## config.mk

```make
export PLATFORM = sky130hd
export DESIGN_NAME = alu_mc
export DESIGN_NICKNAME = d
export VERILOG_FILES = /design/src/rtl/alu_mc_pkg.sv /design/src/rtl/alu_mc_muldiv.sv /design/src/rtl/alu_mc.sv
export SDC_FILE = /design/constraint.sdc
export NUM_CORES = 1
export LEC_CHECK = 0
export CORE_ASPECT_RATIO = 0.75
export CORE_MARGIN = 8
export CORE_UTILIZATION = 30
export DETAILED_ROUTE_END_ITERATION = 10
export PLACE_DENSITY = 0.44
export SYNTH_ARGS = -nofsm -noshare
export SYNTH_HDL_FRONTEND = slang
export SYNTH_SLANG_ARGS = --single-unit
```

## constraint.sdc

```tcl
create_clock -name i_Clk -period 5.4 [get_ports i_Clk]
set_input_delay 1.08 -clock i_Clk [delete_from_list [all_inputs] [get_ports i_Clk]]
set_output_delay 1.08 -clock i_Clk [all_outputs]
set_load 0.02 [all_outputs]
```

## src/rtl/alu_mc_pkg.sv

```systemverilog
// Shared operation codes and decode helpers for the multi-cycle ALU.
// 4-bit base codes sit in bits[3:0] with bit4 = 0; M ops are {2'b10, funct3}.
package alu_mc_pkg;

    localparam int WORD_SIZE = 32;
    localparam int ALU_OP_W  = 5;

    localparam logic [ALU_OP_W-1:0] ALU_ADD    = 5'h00;
    localparam logic [ALU_OP_W-1:0] ALU_SUB    = 5'h01;
    localparam logic [ALU_OP_W-1:0] ALU_SLL    = 5'h02;
    localparam logic [ALU_OP_W-1:0] ALU_SLT    = 5'h03;
    localparam logic [ALU_OP_W-1:0] ALU_SLTU   = 5'h04;
    localparam logic [ALU_OP_W-1:0] ALU_XOR    = 5'h05;
    localparam logic [ALU_OP_W-1:0] ALU_SRL    = 5'h06;
    localparam logic [ALU_OP_W-1:0] ALU_SRA    = 5'h07;
    localparam logic [ALU_OP_W-1:0] ALU_OR     = 5'h08;
    localparam logic [ALU_OP_W-1:0] ALU_AND    = 5'h09;

    localparam logic [ALU_OP_W-1:0] ALU_MUL    = 5'h10;
    localparam logic [ALU_OP_W-1:0] ALU_MULH   = 5'h11;
    localparam logic [ALU_OP_W-1:0] ALU_MULHSU = 5'h12;
    localparam logic [ALU_OP_W-1:0] ALU_MULHU  = 5'h13;
    localparam logic [ALU_OP_W-1:0] ALU_DIV    = 5'h14;
    localparam logic [ALU_OP_W-1:0] ALU_DIVU   = 5'h15;
    localparam logic [ALU_OP_W-1:0] ALU_REM    = 5'h16;
    localparam logic [ALU_OP_W-1:0] ALU_REMU   = 5'h17;

    function automatic logic is_base_op(input logic [ALU_OP_W-1:0] op);
        return (op[4] == 1'b0) && (op[3:0] <= ALU_AND[3:0]);
    endfunction

    function automatic logic is_m_op(input logic [ALU_OP_W-1:0] op);
        return (op[4:3] == 2'b10);
    endfunction

endpackage

```

## src/rtl/alu_mc_muldiv.sv

```systemverilog
// Iterative RV32M unit: radix-2 shift-add multiply / restoring divide on magnitudes,
// one bit per cycle. done pulses in the cycle of the last iteration with the signed result.
module alu_muldiv
    import alu_mc_pkg::*;
#(
    parameter int WIDTH = WORD_SIZE
) (
    input  logic             clk,
    input  logic             rst_n,
    input  logic             start,
    input  logic [2:0]       funct3,
    input  logic [WIDTH-1:0] op1,
    input  logic [WIDTH-1:0] op2,
    output logic             done,
    output logic [WIDTH-1:0] result
);

    localparam int CW = $clog2(WIDTH) + 1;
    localparam logic [CW-1:0] LAST = CW'(WIDTH - 1);

    logic             busy;
    logic [CW-1:0]    cnt;
    logic [2:0]       f3;
    logic             sign_q, sign_r;
    logic [WIDTH-1:0] hi, lo, b;
    logic [WIDTH-1:0] hi_n, lo_n;

    logic             a_signed, b_signed, a_neg, b_neg;
    logic [WIDTH-1:0] a_mag, b_mag;
    logic [WIDTH:0]   sum, rem_sh, diff;
    logic [2*WIDTH-1:0] prod;

    // MUL/MULH/DIV/REM treat both operands as signed; MULHSU only op1.
    always_comb begin
        a_signed = (funct3 != 3'd3) && (funct3 != 3'd5) && (funct3 != 3'd7);
        b_signed = a_signed && (funct3 != 3'd2);
        a_neg    = a_signed & op1[WIDTH-1];
        b_neg    = b_signed & op2[WIDTH-1];
        a_mag    = a_neg ? -op1 : op1;
        b_mag    = b_neg ? -op2 : op2;
    end

    always_comb begin
        sum    = {1'b0, hi} + (lo[0] ? {1'b0, b} : '0);
        rem_sh = {hi, lo[WIDTH-1]};
        diff   = rem_sh - {1'b0, b};
        if (f3[2]) begin
            if (!diff[WIDTH]) begin
                hi_n = diff[WIDTH-1:0];
                lo_n = {lo[WIDTH-2:0], 1'b1};
            end else begin
                hi_n = rem_sh[WIDTH-1:0];
                lo_n = {lo[WIDTH-2:0], 1'b0};
            end
        end else begin
            hi_n = sum[WIDTH:1];
            lo_n = {sum[0], lo[WIDTH-1:1]};
        end
    end

    // Sign fix-up on the final iteration's values; divide-by-zero never negates the quotient.
    always_comb begin
        prod = {hi_n, lo_n};
        if (sign_q) prod = -prod;
        case (f3)
            3'd0:          result = prod[WIDTH-1:0];
            3'd1, 3'd2,
            3'd3:          result = prod[2*WIDTH-1:WIDTH];
            3'd4, 3'd5:    result = sign_q ? -lo_n : lo_n;
            default:       result = sign_r ? -hi_n : hi_n;
        endcase
    end

    assign done = busy && (cnt == LAST);

    always_ff @(posedge clk) begin
        if (!rst_n) begin
            busy   <= 1'b0;
            cnt    <= '0;
            f3     <= '0;
            sign_q <= 1'b0;
            sign_r <= 1'b0;
            hi     <= '0;
            lo     <= '0;
            b      <= '0;
        end else if (start) begin
            busy   <= 1'b1;
            cnt    <= '0;
            f3     <= funct3;
            sign_q <= (a_neg ^ b_neg) && (op2 != '0);
            sign_r <= a_neg;
            hi     <= '0;
            lo     <= a_mag;
            b      <= b_mag;
        end else if (busy) begin
            hi  <= hi_n;
            lo  <= lo_n;
            cnt <= cnt + CW'(1);
            if (cnt == LAST) busy <= 1'b0;
        end
    end

endmodule

```

## src/rtl/alu_mc.sv

```systemverilog
// Multi-cycle integer execution unit with registered outputs and valid/ready on both sides.
// Define ALU_MULDIV_EN to build in the iterative RV32M multiply/divide path.
module alu_mc
    import alu_mc_pkg::*;
#(
    parameter int WIDTH = WORD_SIZE
) (
    input  logic             i_Clk,
    input  logic             i_Rst_n,
    input  logic             i_Valid,
    output logic             o_Ready,
    input  logic [4:0]       i_Operation,
    input  logic [WIDTH-1:0] i_Op1,
    input  logic [WIDTH-1:0] i_Op2,
    output logic             o_Valid,
    input  logic             i_Ready,
    output logic [WIDTH-1:0] o_Result,
    output logic             o_Zero,
    output logic             o_Illegal
);

    localparam int SHW = $clog2(WIDTH);

    typedef enum logic [1:0] {
        ST_IDLE = 2'd0,
        ST_DONE = 2'd1,
        ST_BUSY = 2'd2
    } state_t;

    state_t           state, state_next, issue_state;
    logic             accept, take_m, alu_legal;
    logic [SHW-1:0]   sh;
    logic [WIDTH-1:0] alu_res, result_q;
    logic             zero_q, illegal_q;

    // Handshake: a request transfers on a rising edge where i_Valid & o_Ready; a result
    // transfers where o_Valid & i_Ready. Neither side may retract while the other is low.
    assign accept = i_Valid & o_Ready;
    assign sh     = i_Op2[SHW-1:0];

`ifdef ALU_MULDIV_EN
    logic             md_done;
    logic [WIDTH-1:0] md_result;

    assign take_m = is_m_op(i_Operation);

    alu_muldiv #(.WIDTH(WIDTH)) u_muldiv (
        .clk    (i_Clk),
        .rst_n  (i_Rst_n),
        .start  (accept & take_m),
        .funct3 (i_Operation[2:0]),
        .op1    (i_Op1),
        .op2    (i_Op2),
        .done   (md_done),
        .result (md_result)
    );
`else
    assign take_m = 1'b0;
`endif

    always_comb begin
        alu_legal = is_base_op(i_Operation);
        case (i_Operation)
            ALU_ADD:  alu_res = i_Op1 + i_Op2;
            ALU_SUB:  alu_res = i_Op1 - i_Op2;
            ALU_SLL:  alu_res = i_Op1 << sh;
            ALU_SLT:  alu_res = {{(WIDTH-1){1'b0}}, ($signed(i_Op1) < $signed(i_Op2))};
            ALU_SLTU: alu_res = {{(WIDTH-1){1'b0}}, (i_Op1 < i_Op2)};
            ALU_XOR:  alu_res = i_Op1 ^ i_Op2;
            ALU_SRL:  alu_res = i_Op1 >> sh;
            ALU_SRA:  alu_res = $signed(i_Op1) >>> sh;
            ALU_OR:   alu_res = i_Op1 | i_Op2;
            ALU_AND:  alu_res = i_Op1 & i_Op2;
            default:  alu_res = '0;
        endcase
    end

    always_ff @(posedge i_Clk) begin
        if (!i_Rst_n) state <= ST_IDLE;
        else          state <= state_next;
    end

    always_comb begin
        issue_state = take_m ? ST_BUSY : ST_DONE;
        state_next  = state;
        case (state)
            ST_IDLE: if (accept) state_next = issue_state;
`ifdef ALU_MULDIV_EN
            ST_BUSY: if (md_done) state_next = ST_DONE;
`endif
            ST_DONE: if (i_Ready) state_next = accept ? issue_state : ST_IDLE;
            default: state_next = ST_IDLE;
        endcase
    end

    always_comb begin
        o_Ready = 1'b0;
        o_Valid = 1'b0;
        case (state)
            ST_IDLE: o_Ready = 1'b1;
            ST_DONE: begin
                o_Valid = 1'b1;
                o_Ready = i_Ready;
            end
            default: ;
        endcase
    end

    // Outputs only move when a new result is produced, so they hold under backpressure.
    always_ff @(posedge i_Clk) begin
        if (!i_Rst_n) begin
            result_q  <= '0;
            zero_q    <= 1'b1;
            illegal_q <= 1'b0;
        end else if (accept && !take_m) begin
            result_q  <= alu_res;
            zero_q    <= (alu_res == '0);
            illegal_q <= ~alu_legal;
        end
`ifdef ALU_MULDIV_EN
        else if (md_done) begin
            result_q  <= md_result;
            zero_q    <= (md_result == '0);
            illegal_q <= 1'b0;
        end
`endif
    end

    assign o_Result  = result_q;
    assign o_Zero    = zero_q;
    assign o_Illegal = illegal_q;

endmodule

```

Yosys cells after proc, flatten, opt, wreduce, memory -nomap -nowiden:

Cells that the tools add are included.

* bitwise operators: 6
* equality and inequality tests: 12
* reductions and logical operators: 5
* shift-type cells: 3
* $lt $le $gt $ge: 3
* muxes and demuxes: 7
* add/subtract/negate cells: 2

Operators by type and width (number)
* 32-bit one-hot mux with 10 select lines: 1
* 32-bit less-than comparator: 2
* 32-bit adder: 1
* 32-bit bitwise AND: 1
* 32-bit logical NOT: 1
* 32-bit OR: 1
* 32-bit by 5-bit left shift with 32-bit output: 1
* 32-bit by 5-bit >> shifter with 32-bit output: 1
* 32-bit by 5-bit >>> shifter with 32-bit output: 1
* 32-bit subtractor: 1
* 32-bit XOR: 1
* 5-bit by 3-bit == test with 1-bit output, second input constant: 4
* 5-bit by 2-bit == test with 1-bit output, second input constant: 2
* 5-bit by 4-bit == test with 1-bit output, second input constant: 2
* 5-bit by 1-bit == test with 1-bit output, second input constant: 1
* 5-bit logical NOT: 1
* 4-bit less-or-equal comparator, second input constant: 1
* 2-bit two-way mux: 2
* 2-bit inequality test, second input constant: 2
* 2-bit one-hot mux with 2 select lines: 1
* 2-bit by 1-bit == test with 1-bit output, second input constant: 1
* 2-bit logical NOT: 1
* 1-bit two-way mux: 2
* 1-bit NOT: 2
* other kinds (4): 4

* word-level logic and storage cells: 42
* output and inout bits: 36
* input port bits: 73
* register bits: 36

Longest topological paths before layout:

* word-level depth: 6
* mapped depth: 18
* depth with buffers taken out: 15

Least setup slack after synthesis:

Ideal clock, no wire load.

* path kind: input to register
* start point: in i_Op2[2]
* end point: reg zero_q, in the netlist o_Zero
* buffers on the path: 4
* library setup time: 60 ps
* slack: 416 ps
* stages on the path: 17
* required time: 5340 ps
* arrival: 4925 ps
* cell sequence: buf_2 inv_1 buf_1 clkbuf_1 ha_1 buf_2 or4_1 a21oi_2 o21ai_1 nor2b_1 a221o_1 a221oi_1 nand2_1 nor4_2 nand4_1 nor4_1 a41o_1

* word-level cells in the longest chain between the ends: 3
* elaborated cells between the ends (all ways): 12
* those cells by class: 2 x add/sub; 2 x order compare; 3 x shift; 1 x mux; 3 x bitwise; 1 x reduce/logical

RTL lines
* from (decl): line alu_mc.sv:14 `input logic [WIDTH-1:0] i_Op2,`
* 32-bit subtractor (tied with other cells): line alu_mc.sv:65 `ALU_SUB: alu_res = i_Op1 - i_Op2;`
* 32-bit one-hot mux with 10 select lines (*): line alu_mc.sv:63 `case (i_Operation)`
* 32-bit logical NOT (*): line alu_mc.sv:117 `zero_q <= (alu_res == '0);`
* to (signal assigned): line alu_mc.sv:117
* to (decl): line alu_mc.sv:34 `logic zero_q, illegal_q;`

Every way passes the cells marked *; elsewhere a longest branch is shown, timed or not.
A chain may end at the register's enable or synchronous reset.

Worst setup path in the final report:

* start point: in i_Op1[1]
* end point: reg zero_q, in the netlist o_Zero

* word-level cells in the longest chain between the ends: 3
* elaborated cells between the ends (all ways): 12
* those cells by class: 2 x add/sub; 2 x order compare; 3 x shift; 1 x mux; 3 x bitwise; 1 x reduce/logical

RTL lines
* from (decl): line alu_mc.sv:13 `input logic [WIDTH-1:0] i_Op1,`
* 32-bit subtractor (tied with other cells): line alu_mc.sv:65
* 32-bit one-hot mux with 10 select lines (*): line alu_mc.sv:63
* 32-bit logical NOT (*): line alu_mc.sv:117

Marked as above.

==> impl_metrics.py <==
metrics = {
    "floorplanning": {
        "dieArea_um2": 41590,
        "core-area_um2": 34700,
        "die_y_um": 178.6,
        "die_width_um": 232.8,
        "io_pins": 109,
        "start_util": 0.3049,
        "rows": 59,
    },
    "sta": {
        "relSlewSlack": 0.4463,
        "final.min_clock_period_ns": 5.311,
        "fmax_ghz": 0.1883,
        "worst_pin_slew_ns": 0.8279,
        "rsz0062_at_grt": "no",
        "post-route-period-util": 0.9835,
        "setup_viol": 0,
        "finalSetupTns_ns": 0,
        "fin_ws_ns": 0.08924,
        "report.final.hold_viol_count": 0,
        "finalMaxSlewViolations": 0,
        "skew_ns": 0.01035,
    },
    "critical_path": {
        "ff2ff_path_depth": 14,
        "worst-setup-path-type": "in2reg",
        "worstPathRequired_ns": 5.65,
        "cp_data_arrival_time_ns": 5.56,
        "critPathLaunchType": "primary input",
        "cp_max_fo": 3,
        "critPathCaptureType": "flop",
    },
    "power_and_ir_drop": {
        "p_leak_nw": 6.020,
        "vdd_ir_drop_max_mv": 0.1001,
        "power.density_nw_per_um2": 148.1,
    },
    "synthesis": {
        "syn_inst": 1543,
        "synth.distinct_cells": 91,
        "netlist_top_cells_count": "179 x nor2_1, 129 x nand2_1, 128 x a21oi_1",
        "synthFlopType": "dfxtp_1",
        "yosysSeqAreaShare": 0.06623,
        "ys_ff_latch": 35,
        "ys_warn_count": 0,
        "synth.area.mux_share": 0.1336,
        "synth_compound_area_frac": 0.3453,
        "ys_async_sr_fraction": 0,
        "synth-edff-count": 0,
        "synth_top_family_by_area": "compound AO/OA/AOI/OAI gates",
        "yosysTopAreaCellShare": 0.1159,
        "syn_nets": 1716,
        "synth_area_leaders": "ha_1 12%, mux2i_1 7.3%, dfxtp_1 6.6%",
        "synth-simple-area-share": 0.2378,
        "synth_most_common_cell": "nor2_1",
        "synth_xor_area_frac": 0.009106,
        "syn-mean-instance-area_um2": 6.857,
        "synth_fa_ha_area_frac": 0.1197,
        "yosys.area.top_type": "ha_1",
        "syn_area_um2": 10580,
    },
    "clock_tree": {
        "cts_tree": "yes",
        "post_cts_buffers": 0,
        "htree_levels": 2,
        "clock_tree.root_cell": "clkbuf_16",
        "holdBufCountCts": 0,
        "clk_path_buf_depth": 2,
        "clock_latency_ns": 0.30,
        "clkTransAtPathRegs_ns": 0.07,
        "numClockSinks": 35,
        "cts_resized": 0,
        "cts_buffers": 5,
    },
    "routing": {
        "vias": 13911,
        "drt_iter0_markers": 1933,
        "routed_wl_um": 64960,
        "drc": 0,
        "dr.pass1.iters": 6,
        "ant_nets": 0,
        "via_per_inst": 6.150,
        "routedWlPerCell_um": 28.72,
    },
    "run": {
        "drv_cap": 0,
    },
    "place": {
        "place.gp.congestion": 1.003,
        "place_hpwl_um": 53930,
        "placedCellCount": 2253,
        "port_buffers": 108,
        "dpl-instance-area_um2": 13730,
        "pre_cts_slack_ns": -0.2459,
    },
    "global_routing": {
        "overflow": 0,
        "first_global_vias": 12926,
        "antenna_found_initial": 4,
        "grtUsageTotal": 0.3025,
        "grt_max_degree": 77,
        "grt_pass1_wl_um": 93260,
    },
    "cells_and_area": {
        "area_delta_synth_final_pct": 32.19,
        "nets": 1976,
        "fin_area_um2": 13990,
        "layout-drive-gt1-share": 0.2018,
        "final_util": 0.4031,
        "final_cells": 2262,
    },
    "run_status": {
        "status": "complete, no violations",
    },
    "worst_hold_path": {
        "holdPathStages": 2,
        "hp-class": "reg2reg",
    },
}
[routing by layer]
layer,up-vias,share of wire,global-route usage
met1,6701,0.47,0.4568
met4,6,0.023,0.06245
met2,812,0.40,0.4339
li1,6311,-,-
met3,81,0.10,0.05722
met5,-,0.00057,0
[cells in the final DEF (no fill, tap or decap), types with 21 or more instances in the layout]
master             n
buf_4            257
nor3_1            47
nor2_1           178
ha_1              97
a22oi_1           22
mux2i_1           77
mux2_2            27
o21ai_0           87
nand3_1           25
nand2_1          129
clkdlybuf4s50_1  103
a21oi_1          128
a31oi_1           21
o211ai_1          33
dfxtp_1           35
a211oi_1          51
inv_1             92
[final timing paths]
check | startpoint | end | slack [ns]
min reg2reg | o_Result[30] | o_Result[30] | 0.47
max reg2reg | state[0] | o_Zero | 1.95
max | i_Op1[1] | o_Zero | 0.09
min | o_Result[30] | o_Result[30] | 0.47
[per-stage QoR]
step / power (mW) / hold slack [ns]
floorplan: 1.013 / 0.5345
detailed placement: 1.665 / 0.4629
global placement: 1.672 / 0.4504
finish: 2.071 / 0.4674
CTS: 2.034 / 0.4747
global route: 2.180 / 0.5189
[worst max-delay path, cell delays in order]
cell,delay [ns]
clkdlybuf4s50_1,0.53
inv_1,0.08
buf_4,0.15
fa_1,0.47
nand3b_1,0.28
and2_1,0.23
a21o_1,0.17
o21ai_0,0.21
and4_4,0.29
nand3_1,0.16
nor4_2,0.30
buf_4,0.16
nand4_1,0.14
nor4_2,0.21
nand4_1,0.30
nor4_2,0.45
buf_4,0.17
a41o_1,0.16
[power by group]
part           internal (mW)  switching [mW]  total, mW
clock network          0.218           0.135      0.353
logic                  0.568           0.859       1.43
registers              0.280          0.0110      0.291
total                   1.07            1.01       2.07
[cells by family after synthesis]
logic type               after synthesis
AO/OA/AOI/OAI                        533
AND/OR/NAND/NOR                      527
buffers and inverters                215
multiplexers                         122
adder cells (fa/ha/maj)              100
flip-flops                            35
XOR/XNOR                              11
[area by class of cell]
class,count,area [µm²]
clock inverters,3,43.79
well taps,457,571.8
fillers,3736,20710
multi-input cells,1293,9034
diodes,1,2.502
flip-flops and latches,35,700.7
inverters,96,360.3
repair buffers,372,3148
clock buffers,5,125.1
[sequential cells by signal, indices dropped and copies added (netlist names)]
register / count
o_Illegal: 1
o_Result: 32
o_Zero: 1
state: 1
(Power assumes the default switching activity.)
